## config.mk

```make
export PLATFORM = sky130hd
export DESIGN_NAME = tx_arbiter
export DESIGN_NICKNAME = d
export VERILOG_FILES = /design/src/rtl/tx_arbiter_pkg.sv /design/src/rtl/tx_arbiter_rr_select.sv /design/src/rtl/tx_arbiter.sv
export SDC_FILE = /design/constraint.sdc
export NUM_CORES = 1
export LEC_CHECK = 0
export CAP_MARGIN = 15
export CORE_MARGIN = 2
export CORE_UTILIZATION = 38
export CTS_CLUSTER_DIAMETER = 120
export DETAILED_ROUTE_END_ITERATION = 10
export HOLD_SLACK_MARGIN = 0.12
export PLACE_DENSITY_LB_ADDON = 0.15
export SLEW_MARGIN = 20
export SYNTH_ARGS = -nofsm -noshare
export SYNTH_HDL_FRONTEND = slang
export SYNTH_HIERARCHICAL = 1
export SYNTH_SLANG_ARGS = --single-unit
```

## constraint.sdc

```tcl
create_clock -name clk_i -period 2.75 [get_ports clk_i]
set_clock_uncertainty 0.15 [all_clocks]
set_input_delay 0.55 -clock clk_i [delete_from_list [all_inputs] [get_ports clk_i]]
set_output_delay 0.55 -clock clk_i [all_outputs]
set_load 0.02 [all_outputs]
```

## src/rtl/tx_arbiter_pkg.sv

```systemverilog
// Shared definitions for tx_arbiter: frame prefix, default source count and FSM encoding.
// The optional CRC trailer byte is selected by defining TX_CRC_EN.
`ifndef PREFIX
`define PREFIX 8'hA5
`endif
`ifndef N_SRC
`define N_SRC 4
`endif

package tx_arbiter_pkg;

    localparam logic [7:0]  PrefixByte  = `PREFIX;
    localparam int unsigned NSrcDefault = `N_SRC;

    typedef enum logic [2:0] {
        StIdle       = 3'd0,
        StSendPrefix = 3'd1,
        StSendSrc    = 3'd2,
        StSendLen    = 3'd3,
        StSendData   = 3'd4,
        StSendCrc    = 3'd5
    } tx_state_e;

    function automatic int unsigned idx_width(input int unsigned n);
        return (n > 1) ? $clog2(n) : 1;
    endfunction

endpackage

```

## src/rtl/tx_arbiter_rr_select.sv

```systemverilog
// Combinational round-robin first-one search: lowest-priority position is last_i,
// the search starts at last_i+1 and wraps modulo NSrc.
module tx_arbiter_rr_select
    import tx_arbiter_pkg::*;
#(
    parameter int unsigned NSrc = NSrcDefault,
    parameter int unsigned IdxW = idx_width(NSrc)
) (
    input  logic [NSrc-1:0] req_i,
    input  logic [IdxW-1:0] last_i,
    output logic [IdxW-1:0] grant_o,
    output logic            found_o
);

    int unsigned idx;

    always_comb begin
        grant_o = '0;
        found_o = 1'b0;
        idx     = 0;
        for (int unsigned k = 1; k <= NSrc; k++) begin
            idx = (32'(last_i) + k) % NSrc;
            if (!found_o && req_i[idx]) begin
                found_o = 1'b1;
                grant_o = IdxW'(idx);
            end
        end
    end

endmodule

```

## src/rtl/tx_arbiter.sv

```systemverilog
// Round-robin return-path arbiter: frames one source FIFO at a time as
// PREFIX, SRC, LEN, DATA..., [CRC] onto a valid/ready byte channel. CRC byte only with TX_CRC_EN.
module tx_arbiter
    import tx_arbiter_pkg::*;
#(
    parameter int unsigned NSrc   = NSrcDefault,
    parameter int unsigned MaxLen = 255
) (
    input  logic              clk_i,
    input  logic              rst_ni,
    input  logic [NSrc-1:0]   src_empty_i,
    input  logic [8*NSrc-1:0] src_usedw_i,
    input  logic [8*NSrc-1:0] src_q_i,
    output logic [NSrc-1:0]   src_rdreq_o,
    output logic [7:0]        tx_data_o,
    output logic              tx_valid_o,
    input  logic              tx_ready_i,
    output logic              busy_o
);

    localparam int unsigned IdxW    = idx_width(NSrc);
    localparam logic [8:0]  MaxLenW = 9'(MaxLen);

    tx_state_e       state_q, state_d;
    logic [IdxW-1:0] grant_q, grant_d;
    logic [IdxW-1:0] last_q, last_d;
    logic [7:0]      len_q, len_d;
    logic [7:0]      cnt_q, cnt_d;
`ifdef TX_CRC_EN
    logic [7:0]      crc_q, crc_d;
`endif

    logic [IdxW-1:0] rr_grant;
    logic            rr_found;
    logic [7:0]      sel_usedw;
    logic [8:0]      sel_fill;
    logic [7:0]      new_len;
    logic [7:0]      head_byte;
    logic            xfer;

    tx_arbiter_rr_select #(
        .NSrc (NSrc),
        .IdxW (IdxW)
    ) u_rr_select (
        .req_i   (~src_empty_i),
        .last_i  (last_q),
        .grant_o (rr_grant),
        .found_o (rr_found)
    );

    // usedw wraps to 0 when the FIFO holds 256 bytes
    assign sel_usedw = src_usedw_i[32'(rr_grant)*8 +: 8];
    assign sel_fill  = (sel_usedw == 8'd0) ? 9'd256 : {1'b0, sel_usedw};
    assign new_len   = (sel_fill > MaxLenW) ? MaxLenW[7:0] : sel_fill[7:0];
    assign head_byte = src_q_i[32'(grant_q)*8 +: 8];
    assign xfer      = tx_valid_o & tx_ready_i;

    always_ff @(posedge clk_i or negedge rst_ni) begin
        if (!rst_ni) begin
            state_q <= StIdle;
            grant_q <= '0;
            last_q  <= IdxW'(NSrc - 1);
            len_q   <= 8'd0;
            cnt_q   <= 8'd0;
`ifdef TX_CRC_EN
            crc_q   <= 8'd0;
`endif
        end else begin
            state_q <= state_d;
            grant_q <= grant_d;
            last_q  <= last_d;
            len_q   <= len_d;
            cnt_q   <= cnt_d;
`ifdef TX_CRC_EN
            crc_q   <= crc_d;
`endif
        end
    end

    always_comb begin
        state_d = state_q;
        grant_d = grant_q;
        last_d  = last_q;
        len_d   = len_q;
        cnt_d   = cnt_q;
`ifdef TX_CRC_EN
        crc_d   = crc_q;
`endif
        unique case (state_q)
            StIdle: begin
                if (rr_found) begin
                    grant_d = rr_grant;
                    last_d  = rr_grant;
                    len_d   = new_len;
                    cnt_d   = new_len;
`ifdef TX_CRC_EN
                    crc_d   = 8'(rr_grant) + new_len;
`endif
                    state_d = StSendPrefix;
                end
            end
            StSendPrefix: if (xfer) state_d = StSendSrc;
            StSendSrc:    if (xfer) state_d = StSendLen;
            StSendLen:    if (xfer) state_d = StSendData;
            StSendData: begin
                if (xfer) begin
                    cnt_d = cnt_q - 8'd1;
`ifdef TX_CRC_EN
                    crc_d = crc_q + head_byte;
                    if (cnt_q == 8'd1) state_d = StSendCrc;
`else
                    if (cnt_q == 8'd1) state_d = StIdle;
`endif
                end
            end
`ifdef TX_CRC_EN
            StSendCrc:    if (xfer) state_d = StIdle;
`endif
            default:      state_d = StIdle;
        endcase
    end

    // Outputs decode from registered state only, so reset clears them without a clock
    always_comb begin
        tx_valid_o  = 1'b0;
        tx_data_o   = 8'd0;
        src_rdreq_o = '0;
        busy_o      = (state_q != StIdle);
        unique case (state_q)
            StIdle: ;
            StSendPrefix: begin
                tx_valid_o = 1'b1;
                tx_data_o  = PrefixByte;
            end
            StSendSrc: begin
                tx_valid_o = 1'b1;
                tx_data_o  = 8'(grant_q);
            end
            StSendLen: begin
                tx_valid_o = 1'b1;
                tx_data_o  = len_q;
            end
            StSendData: begin
                tx_valid_o           = 1'b1;
                tx_data_o            = head_byte;
                src_rdreq_o[grant_q] = tx_ready_i;
            end
`ifdef TX_CRC_EN
            StSendCrc: begin
                tx_valid_o = 1'b1;
                tx_data_o  = crc_q;
            end
`endif
            default: ;
        endcase
    end

endmodule

```

==> results of run 1 <==
cells in the final DEF, fill, tap and decap left out, types with 6 or more instances in the layout:
master           instances
nand2_1                 30
nor2_1                  21
buf_4                   29
dlygate4sd2_1           12
a21oi_2                  6
clkdlybuf4s50_1         68
dfrtp_1                 20
a21oi_1                  7
o21ai_0                  8
mux4_2                  16
area by class of cell:
cell class / instances / share of cell area [%]
flip-flops and latches: 23 / 18.1
well taps: 67 / 2.61
clock buffers: 3 / 1.29
multi-input cells: 154 / 40.1
inverters: 8 / 0.936
repair buffers: 121 / 36.8
clock inverters: 1 / 0.156
what timing repair did:
action / in CTS / in global routing
buffers inserted: 6 / 5
endpoints found under the hold margin: 0 / 0
pin swaps: 12 / 10
gates cloned: 2 / 0
endpoints found under the setup margin: 28 / 17
resized for setup: 44 / 13
routing by layer:
| layer | GRT usage (%) | routed length [µm] | vias up |
|---|---|---|---|
| met4 | 4.85 | 43 | 0 |
| met5 | 0 | 0 | - |
| li1 | - | - | 958 |
| met3 | 3.57 | 327 | 4 |
| met2 | 42.4 | 3120 | 78 |
| met1 | 27.3 | 2180 | 990 |
critical path: stages (launching register included):
cell      delay (ns)
dfstp_2         0.58
nand2b_4        0.14
a21oi_2         0.06
o221ai_4        0.22
buf_6           0.15
buf_16          0.10
mux4_2          0.55
nor4_4          0.27
buf_6           0.19
buf_12          0.11
nand2_4         0.06
a21oi_2         0.13
logic make-up after synthesis:
family | count (synthesis) | share of synthesized area (%)
buffers and inverters | 22 | 4.85
adders and majority gates | 2 | 1.35
AOI/OAI and AO/OA | 53 | 18.7
and+or+nand+nor | 76 | 20.4
muxes | 20 | 22.0
DFF | 23 | 31.2
xor gates and xnor gates | 3 | 1.42
worst max-delay path by stage:
stage	endpoint	slack [ns]	cells after the start
floorplan	cnt_q[3]	0.003	9
global placement	len_q[2]	-0.53	11
detailed placement	len_q[3]	-0.58	11
CTS	cnt_q[3]	-0.15	9
global route	cnt_q[3]	-0.15	10
finish	len_q[1]	-0.03	11
state kept, by name (all words and copies together), names as in the netlist:
register	flops
len_q	8
last_q	2
grant_q	2
state_q	3
cnt_q	8
through the flow:
step | setup TNS [ns] | total power [mW]
final | -0.0686 | 3.00
after global routing | -1.06 | 3.22
after CTS | -0.911 | 2.91
after detailed placement | -9.44 | 2.57
after global placement | -8.49 | 2.54
after floorplan | 0 | 1.84
report_power, final:
part / total [mW] / internal (mW) / switching (mW) / leakage (nW)
clock network: 0.210 / 0.101 / 0.109 / 0.0255
registers: 0.697 / 0.522 / 0.175 / 0.275
logic: 2.09 / 1.06 / 1.03 / 1.05
==> results.md, run 1 <==
* Critical path class: register to register
* Register-to-register setup slack at -0.03 ns
* # H-tree levels at 1
* Max Root-Sink Buffers at 2
* Hold path cells at 2
* Vias per Instance at 5.38
* Final Max Tran Viols at 0
* Ys flop type: dfrtp_1
* Die height at 73.9 µm
* Worst R2R End: len_q[1]
* WP data arrival at 2.82 ns
* Max_cap viols at 0
* # diodes at 0
* Clk Latency, worst-skew pair at 0.27 ns
* RD Place Congestion at 0.876
* Peak supply drop at 0.000451 V
* Hold Vio Cnt, Final at 0
* Total Die Area at 5460 µm²
* Post-synth net total at 272
* Pre-CTS WS at -0.580 ns
* Max-Slew Margin vs Limit at 44.6%
* Area growth, synth to finish at 73.0%
* CP endpoint kind: register
* Root Buffer: clkbuf_8
* FFs w/ async S/R, synth at 100%
* Clock-pin slew on the worst setup and hold paths at 0.07 ns
* EDFF count, synth at 0
* Synth Cell Area at 1860 µm²
* Final worst-path setup slack at -0.0287 ns
* CTS Hold Bufs at 0
* Initial core utilization at 39.3%
* Synth Instances at 199
* I/O pin total at 85
* Hold_ws at 0.361 ns
* Distinct cells, synth at 43
* Overflow after GRT at 0
* Core ar. at 4720 µm²
* Final setup violation count at 4
* Crit path launch type: register
* Initial antenna violation count at 0
* Routed len/inst at 15.0 µm
* Status: finished, violations left
* Cell Rows at 25
* Post-Syn Area per Cell at 9.32 µm²
* Register area at 579 µm²
* Port bufs at 84
* Fin util at 67.9%
* Synth top area cells: dfrtp_1, mux4_2, nand2_1, nor2_1, a21oi_1
* Cts bufs inserted at 3
* Layout Cell Area excl Fill at 3210 µm²
* Placed inst area at 2930 µm²
* Final period util at 101%
* Post-route ant nets at 0
* Lkg Pwr at 1.35 nW
* Pwr dens at 933 nW/µm²
* RSZ-0062 raised after global routing: true
* GRT Overall Usage at 22.7%
* Hold endpoint: last_q[0]
* Area of the multi-input gates at 1290 µm²
* Vias in the first global route at 2053
* DR vias at 2030
* Fillers at 393
* CTS tree: done
* Largest net degree at the start of global routing at 15
* Failing checks: negative setup slack
* Least-Margin Pin Slew at 0.823 ns
* Final wirelength at 5670 µm
* Post-route non-filler standard cell count at 377
* Ys Warns at 6
* Worst Hold Class: register to register
* Fin crit period at 2.78 ns
* Die X at 73.9 µm
* Critical R2R Launch: last_q[1]
* Fmax at 360 MHz
* Post-synthesis register bit count at 23
* Final HPWL DP at 4350 µm
* DRC errors left at 0
* Iteration-0 DRC Markers at 113
* Iteration count of the initial detailed-routing pass at 4
* Commonest cells in the netlist: nand2_1, dfrtp_1, nor2_1
* CP Max Fanout at 5
* Post-Place Cells at 361
* CP required at 2.79 ns
* First-pass GRT wire length at 9560 µm
* Sinks on Clock Net at 23
* Largest area contributor in the netlist: dfrtp_1
* Nets@finish at 384
* Top cell type's share of synthesized area at 28.3%
* Cells on worst reg2reg path at 11
* Most common cell in the netlist: nand2_1
* Share of layout cells above drive strength 1 at 28.7%
* Hold path start: last_q[0]
* Post-synthesis sequential area ratio at 31.2%
* Crit. Startpoint: last_q[1]
(Power assumes the default switching activity.)
==> run 2: changes to the inputs <==
Settings changed: PLACE_DENSITY set to 0.81, PLACE_DENSITY_LB_ADDON 0.15 to unset, RECOVER_POWER set to 50.
==> results.md, run 2 (same netlist as run 1, synthesis figures left out) <==
* Fmax at 355 MHz (-1.3%)
* Max_cap viols at 0 (unchanged)
* Root Buffer: clkbuf_8
* Hold_ws at 0.364 ns (+0.00236 ns)
* Most common cell after layout, fill and taps aside: clkdlybuf4s50_1
* Die height at 73.9 µm (unchanged)
* Final period util at 102% (+1.3 points)
* First-pass GRT wire length at 9920 µm (+3.8%)
* Cts bufs inserted at 3 (unchanged)
* Crit path launch type: register
* Port bufs at 84 (unchanged)
* Total chip power at 2.95 mW (-1.7%)
* Critical path class: register to register
* RSZ-0062 raised after global routing: true
* Routed len/inst at 16.2 µm (+7.4%)
* Cells on worst reg2reg path at 9 (-2)
* CTS tree: done
* Core ar. at 4720 µm² (unchanged)
* # diodes at 0 (unchanged)
* Worst R2R End: cnt_q[3]
* Share of layout cells above drive strength 1 at 28.3% (-0.41 points)
* Sinks on Clock Net at 23 (unchanged)
* Iteration-0 DRC Markers at 102 (-9.7%)
* Max Root-Sink Buffers at 2 (unchanged)
* Lkg Pwr at 1.32 nW (-2.3%)
* Peak supply drop at 0.000483 V (+6.9%)
* Hold path start: last_q[0]
* Die X at 73.9 µm (unchanged)
* I/O pin total at 85 (unchanged)
* Final Max Tran Viols at 0 (unchanged)
* Final wirelength at 6110 µm (+7.7%)
* Max-Slew Margin vs Limit at 15.3% (-29 points)
* Vias in the first global route at 2131 (+3.8%)
* Cell Rows at 25 (unchanged)
* Hold Vio Cnt, Final at 0 (unchanged)
* Fin crit period at 2.81 ns (+0.0356 ns)
* Least-Margin Pin Slew at 1.27 ns (+0.447 ns)
* Nets@finish at 385 (+0.26%)
* Hold path cells at 2 (unchanged)
* Worst Hold Class: register to register
* Final setup violation count at 11 (+7)
* CP Max Fanout at 5 (unchanged)
* Most frequent cells in the layout: clkdlybuf4s50_1, buf_4, nand2_1, nor2_1, dfrtp_1
* Crit. Startpoint: last_q[1]
* Failing checks: negative setup slack
* # H-tree levels at 1 (unchanged)
* Largest net degree at the start of global routing at 24 (+9)
* Total Die Area at 5460 µm² (unchanged)
* Iteration count of the initial detailed-routing pass at 4 (unchanged)
* Hold endpoint: last_q[0]
* Vias per Instance at 5.47 (+1.6%)
* CP endpoint kind: register
* DRC errors left at 0 (unchanged)
* Initial antenna violation count at 0 (unchanged)
* Final HPWL DP at 4710 µm (+8.3%)
* CP required at 2.79 ns (about the same)
* Register-to-register setup slack at -0.06 ns (-0.04 ns)
* RD Place Congestion at 0.906 (+3.4%)
* Area growth, synth to finish at 69.7%
* Critical R2R Launch: last_q[1]
* DR vias at 2068 (+1.9%)
* GRT Overall Usage at 23.7% (+0.95 points)
* Regs by FF count: cnt_q (8), len_q (8), state_q (3)
* Initial core utilization at 39.3% (unchanged)
* Final worst-path setup slack at -0.0644 ns (-0.0356 ns)
* Status: finished, violations left
* Overflow after GRT at 0 (unchanged)
* WP data arrival at 2.86 ns (+0.04 ns)
* Clk Latency, worst-skew pair at 0.28 ns (about the same)
* Pwr dens at 936 nW/µm² (+0.26%)
* Clock-pin slew on the worst setup and hold paths at 0.09 ns (+0.02 ns)
* Post-route ant nets at 0 (unchanged)
[run 2: cell type report]
class | count | area [µm²]
Clock buffer | 4 | 45.0
Fill cell | 360 | 1580
Inverter | 8 | 30.0
Multi-Input combinational cell | 154 | 1280
Sequential cell | 23 | 579
Tap cell | 67 | 83.8
Timing Repair Buffer | 122 | 1120
[run 2: metal layers]
layer	up-vias	GRT usage, %	wire (µm)
met1	1019	27.5	2330
met4	0	8.28	125
met2	80	44.0	3290
met5	-	0	0
met3	11	3.16	368
li1	958	-	-
[run 2: stage by stage]
step           utilization, %  setup WS, ns  std cells  area [µm²]  TNS, ns
6_report                 66.6       -0.0644        378        3150   -0.331
5_1_grt                  66.6        -0.192        378        3150    -2.32
4_1_cts                  66.3       -0.0393        377        3130  -0.0524
3_5_place_dp             62.4        -0.630        363        2950   -10.24
3_3_place_gp             62.4        -0.536        363        2950    -8.66
2_1_floorplan               -       0.00263        199        1860        0
[run 2: timing repair]
item / 4_1_cts / 5_1_grt
resized for setup: 40 / 15
setup buffers: 9 / 3
cloned: 1 / 0
setup endpoints to repair: 28 / 17
hold buffers: 0 / 0
pin swaps: 10 / 11
[run 2: critical path, cell delays in order (launching register included)]
cell and delay, ns:
dfstp_2 0.59, nand2b_4 0.15, a21oi_4 0.05, o221ai_4 0.21
buf_6 0.17, mux4_2 0.55, nor4_4 0.39, buf_4 0.20
a211oi_2 0.06, o31ai_2 0.20
[run 2: worst max path at each step]
| stage | end | slack [ns] | cells past startpoint |
|---|---|---|---|
| 2_1_floorplan | cnt_q[3] | 0.003 | 9 |
| 4_1_cts | cnt_q[3] | -0.04 | 9 |
| 3_3_place_gp | cnt_q[2] | -0.54 | 11 |
| 3_5_place_dp | len_q[1] | -0.63 | 11 |
| 5_1_grt | cnt_q[4] | -0.19 | 9 |
| 6_report | cnt_q[3] | -0.06 | 9 |
[run 2: report_power, final]
group          internal [mW]  total, mW  switching [mW]
Clock                  0.104      0.226           0.122
Sequential             0.522      0.696           0.174
Combinational           1.00       2.02            1.02
